===== src/rtl/fu_scheduler.sv =====
// Sequences a small stored program of functional-unit starts and gives the
// selected FU exclusive use of the shared vector memory port for its step.
`timescale 1ns/1ps

module fu_scheduler #(
    parameter int NUM_FU     = 4,
    parameter int PROG_DEPTH = 8,
    parameter int ADDR_W     = 8,   // width of DI_t
    parameter int DATA_W     = 16   // width of fixed_point_t
) (
    input  logic                          clk_i,
    input  logic                          rst_i,
    input  logic                          start_i,
    output logic                          busy_o,
    output logic                          done_o,
    output logic                          err_o,
    input  logic                          prog_we_i,
    input  logic [$clog2(PROG_DEPTH)-1:0] prog_addr_i,
    input  logic [$clog2(NUM_FU):0]       prog_data_i,
    output logic [NUM_FU-1:0]             fu_valid_o,
    input  logic [NUM_FU-1:0]             fu_ready_i,
    input  logic [NUM_FU-1:0]             fu_w_en_i,
    input  logic [ADDR_W-1:0]             fu_w_addr_i [NUM_FU],
    input  logic [DATA_W-1:0]             fu_w_data_i [NUM_FU],
    input  logic [ADDR_W-1:0]             fu_r_addr_i [NUM_FU],
    output logic [DATA_W-1:0]             fu_r_data_o,
    output logic                          mem_w_en_o,
    output logic [ADDR_W-1:0]             mem_w_addr_o,
    output logic [DATA_W-1:0]             mem_w_data_o,
    output logic [ADDR_W-1:0]             mem_r_addr_o,
    input  logic [DATA_W-1:0]             mem_r_data_i
);

    localparam int IDX_W = $clog2(NUM_FU);
    localparam int IDX_N = IDX_W + 1;
    localparam int PC_W  = $clog2(PROG_DEPTH);
    localparam logic [IDX_W:0]  FU_LIMIT = IDX_N'(NUM_FU);
    localparam logic [PC_W-1:0] PC_LAST  = PC_W'(PROG_DEPTH - 1);

    typedef enum logic [2:0] {IDLE, FETCH, ISSUE, WAIT_BUSY, WAIT_DONE} state_t;

    state_t            state;
    state_t            state_nxt;
    logic [PC_W-1:0]   pc;
    logic [IDX_W-1:0]  sel;
    logic              last;
    logic [IDX_W:0]    prog_mem [PROG_DEPTH];
    logic [IDX_W:0]    entry;
    logic              sel_ready;
    logic              start_acc;
    logic              fetch_err;
    logic              step_end;
    logic              run_end;
    logic              active;

    assign entry     = prog_mem[pc];
    assign sel_ready = fu_ready_i[sel];

    // NOTE: the program store has no reset; its contents must survive rst_i,
    // and leaving it out of the reset path keeps it mappable to plain RAM.
    always_ff @(posedge clk_i) begin
        if (prog_we_i && state == IDLE) begin
            prog_mem[prog_addr_i] <= prog_data_i;
        end
    end

    always_ff @(posedge clk_i) begin
        if (rst_i) begin
            state <= IDLE;
        end else begin
            state <= state_nxt;
        end
    end

    // NOTE: every combinational output gets a default before the case so no
    // path through the block can leave it unassigned and infer a latch.
    always_comb begin
        state_nxt = state;
        start_acc = 1'b0;
        fetch_err = 1'b0;
        step_end  = 1'b0;
        run_end   = 1'b0;
        unique case (state)
            IDLE: begin
                if (start_i) begin
                    start_acc = 1'b1;
                    state_nxt = FETCH;
                end
            end
            FETCH: begin
                if ({1'b0, entry[IDX_W-1:0]} >= FU_LIMIT) begin
                    fetch_err = 1'b1;
                    state_nxt = IDLE;
                end else begin
                    state_nxt = ISSUE;
                end
            end
            ISSUE:     if (sel_ready)  state_nxt = WAIT_BUSY;
            WAIT_BUSY: if (!sel_ready) state_nxt = WAIT_DONE;
            WAIT_DONE: begin
                if (sel_ready) begin
                    if (last || pc == PC_LAST) begin
                        run_end   = 1'b1;
                        state_nxt = IDLE;
                    end else begin
                        step_end  = 1'b1;
                        state_nxt = FETCH;
                    end
                end
            end
            default: state_nxt = IDLE;
        endcase
    end

    // NOTE: sequential state uses non-blocking assignments so every register
    // samples the pre-edge values regardless of statement order.
    always_ff @(posedge clk_i) begin
        if (rst_i) begin
            pc     <= '0;
            sel    <= '0;
            last   <= 1'b0;
            err_o  <= 1'b0;
            done_o <= 1'b0;
        end else begin
            done_o <= fetch_err | run_end;
            if (start_acc) begin
                pc    <= '0;
                err_o <= 1'b0;
            end else if (step_end) begin
                pc <= pc + PC_W'(1);
            end
            if (state == FETCH) begin
                sel  <= entry[IDX_W-1:0];
                last <= entry[IDX_W];
            end
            if (fetch_err) begin
                err_o <= 1'b1;
            end
        end
    end

    // The selected FU owns the memory port from ISSUE until its step ends.
    always_comb begin
        busy_o = (state != IDLE);
        active = (state == ISSUE) || (state == WAIT_BUSY) || (state == WAIT_DONE);
        for (int i = 0; i < NUM_FU; i++) begin
            fu_valid_o[i] = (state == ISSUE) && (sel == IDX_W'(i));
        end
        mem_w_en_o   = active && fu_w_en_i[sel];
        mem_w_addr_o = fu_w_addr_i[sel];
        mem_w_data_o = fu_w_data_i[sel];
        mem_r_addr_o = fu_r_addr_i[sel];
        fu_r_data_o  = mem_r_data_i;
    end

endmodule


===== config.mk =====
export PLATFORM = sky130hd
export DESIGN_NAME = fu_scheduler
export DESIGN_NICKNAME = d
export VERILOG_FILES = /design/src/rtl/fu_scheduler.sv
export SDC_FILE = /design/constraint.sdc
export NUM_CORES = 1
export LEC_CHECK = 0
export CAP_MARGIN = 10
export CORE_MARGIN = 2
export CORE_UTILIZATION = 31
export CTS_CLUSTER_SIZE = 25
export DETAILED_ROUTE_END_ITERATION = 10
export PLACE_DENSITY_LB_ADDON = 0.1
export SYNTH_ARGS = -nofsm -noshare
export SYNTH_HDL_FRONTEND = slang
export SYNTH_SLANG_ARGS = --single-unit

===== constraint.sdc =====
create_clock -name clk_i -period 1.75 [get_ports clk_i]
set_input_delay 0.35 -clock clk_i [delete_from_list [all_inputs] [get_ports clk_i]]
set_output_delay 0.35 -clock clk_i [all_outputs]
set_load 0.1 [all_outputs]

==> summary.md, run 1 <==
| Metric | Value |
|---|---|
| Status | complete, but fails checks |
| Failing checks | negative setup slack |
| Final setup fails | 33 |
| Max-cap violations | 0 |
| Layout Cells excl Fill | roughly 440 |
| Leakage | 1.74 nW |
| Via density | 4.82 |
| Final Hold Vio Count | 0 |
| Syn nets | 327 |
| PortBufs | roughly 180 |
| Htree depth | 2 |
| Most frequent cells in the layout | 145 x clkdlybuf4s50_1, 42 x buf_12, 40 x mux4_2 |
| Final net count | around 510 |
| Avg WL per Cell | 20.0 um |
| Drt total wl | 8860 um |
| Layout cell share with drive strength beyond 1 | 35.1% |
| Via count | around 2,100 |
| Worst setup margin | -228 ps |
| Remaining Overflow, GRT | 0 |
| Layout area overhead | 105% |
| Placer congestion estimate | 1.02 |
| Num CTS Buffers | 5 |
| Power, Total | 3.85 mW |
| Crit. End Element | output pin |
| Starting DRT DRC Count | 95 |
| PwrDens | 791 nW/um^2 |
| Fin crit share | 113% |
| Ys flop type | edfxtp_1 |
| CTS tree | yes |
| Initial antenna violation count | 0 |
| Largest net degree at the start of global routing | 21 |
| Clock sink count | 34 |
| Worst path required time | 1400 ps |
| Clock-pin slew on the worst setup and hold paths | 70 ps |
| All-Layer GR Usage | 21.0% |
| I/O pin count | 218 |
| Post-detail-place hpwl | 7650 um |
| Period minus WS final | 1980 ps |
| Starting density of the core | 32.3% |
| Rows | 31 |
| Max Clock Skew | 3.88 ps |
| Place WS | -120 ps |
| Maximum clock frequency | 0.506 GHz |
| Kind of critical path | reg2out |
| Launching element type of the critical path | flip-flop |
| Synth cell types | 32 |
| Clock Path Buffers | 2 |
| Most common cell after layout, fill and taps aside | clkdlybuf4s50_1 |
| Synth warnings | 0 |
| CP max FO | 12 |
| Vias in the first global route | 2,253 |
| Final slew viol count | 0 |
| Die area | roughly 8300 um^2 |
| Drc violations | 0 |
| Clock latency on the worst-skew pair | around 290 ps |
| N_diodes | 0 |
| Peak VDD IR | between 600 and 700 uV |
| Synthesized flop and latch total | 34 |
| DRT Pass-1 Iters | 4 |
| CTS Hold Bufs | 0 |
| Placed Cells | 433 |
| Register area share after synthesis | 38.9% |
| Clk root buf | clkbuf_8 |
| Cell area after synthesis | 2370 um^2 |
| EDFF count, synth | 24 |
| WP data arrival | 1630 ps |
| Hold Path Class | reg2reg |
| Post-Syn Instances | 163 |
| First-pass GRT wire length | between 10,000 and 15,000 um |
| CORE AREA | approximately 7300 um^2 |
| DRT antenna net count | 0 |
| Post-synthesis area per instance | 14.5 um^2 |
| Die H | around 91 um |
| Hold slack | 521 ps |
| RSZ-0062 raised after global routing | true |
| Die X | 91.4 um |
| Async SR Flop Fraction | 0% |
-- registers in the layout, summed over array words and instances, names as in the netlist --
register,cells
prog_mem,24
pc,3
state,3
sel,2
done_o,1
last,1
-- worst paths after layout --
kind / start / slack [ps] / cells past startpoint / to
min: state[2] / 520 / 1 / state[1]
max: sel[0] / -230 / 3 / mem_r_addr_o[3]
max reg2reg: sel[0] / 10 / 6 / pc[1]
min reg2reg: state[2] / 520 / 1 / state[1]
-- cells in the mapped netlist, types with 2 or more instances --
library cell | count | area, um^2
nor2_1 | 17 | 63.8
mux4_2 | 40 | 901
dfxtp_1 | 10 | 200
nor3_1 | 8 | 40.0
a21oi_1 | 2 | 10.0
o22ai_1 | 3 | 18.8
nor2b_1 | 2 | 12.5
edfxtp_1 | 24 | 721
buf_2 | 3 | 15.0
ha_1 | 2 | 25.0
mux2i_1 | 2 | 20.0
nor3b_2 | 2 | 25.0
buf_4 | 20 | 150
nand2_1 | 6 | 22.5
clkbuf_1 | 2 | 7.51
nand2b_1 | 4 | 25.0
-- through the flow --
stage          util, %  cell area (um^2)  TNS [ps]
6_report          66.3              4860     -6840
5_1_grt           66.3              4860     -9130
4_1_cts           66.1              4840     -7620
3_5_place_dp      64.5              4730     -1780
3_3_place_gp      64.5              4730     -1480
2_1_floorplan        -              2440      -811
-- cell type report --
type                    instances  area [um^2]
clock buffers                   5         68.8
repair buffers                202         2410
fillers                       540         2470
clock inverters                 3         20.0
multi-input cells             100         1300
well taps                      99          124
flip-flops and latches         34          931
inverters                       1         3.75
-- metal layers --
| metal | track usage, % | vias to the layer above | part of all wire [%] |
|---|---|---|---|
| li1 | - | 1003 | - |
| met1 | 24.7 | 1033 | 37 |
| met2 | 35.9 | 96 | 51 |
| met3 | 9.46 | 7 | 11 |
| met4 | 3.91 | 0 | 0.93 |
| met5 | 0 | - | 0 |
-- cells by family after synthesis --
family | after synthesis | share of synthesized area, %
adders and majority gates | 2 | 1.06
xor gates and xnor gates | 1 | 0.370
buffers and inverters | 29 | 8.30
AOI/OAI and AO/OA | 7 | 1.75
muxes | 42 | 38.9
and+or+nand+nor | 47 | 10.5
other | 1 | 0.158
DFF | 34 | 38.9
-- power breakdown --
| group | switching (mW) | total (mW) | internal [mW] |
|---|---|---|---|
| Combinational | 1.32 | 2.38 | 1.05 |
| Clock | 0.283 | 0.562 | 0.279 |
| Sequential | 0.0210 | 0.908 | 0.887 |
-- timing repair --
item,CTS,global route
buffers inserted,3,0
pin swaps,1,0
gates resized for setup,2,6
endpoints found under the setup margin,37,43
-- critical path, cell delays in order (launching register included) --
cell and delay (ps):
dfxtp_4 430, buf_12 170, mux4_2 550, buf_12 190
(Power assumes the default switching activity.)
==> inputs of run 2 (changes only) <==
--- a/config.mk
+++ b/config.mk
@@ -8,7 +8,6 @@
 export CAP_MARGIN = 10
 export CORE_MARGIN = 2
 export CORE_UTILIZATION = 31
-export CTS_CLUSTER_SIZE = 25
 export DETAILED_ROUTE_END_ITERATION = 10
 export PLACE_DENSITY_LB_ADDON = 0.1
 export SYNTH_ARGS = -nofsm -noshare
==> results of run 2 <==
Same layout as run 1: the final DEF is identical, and so are final timing and power.
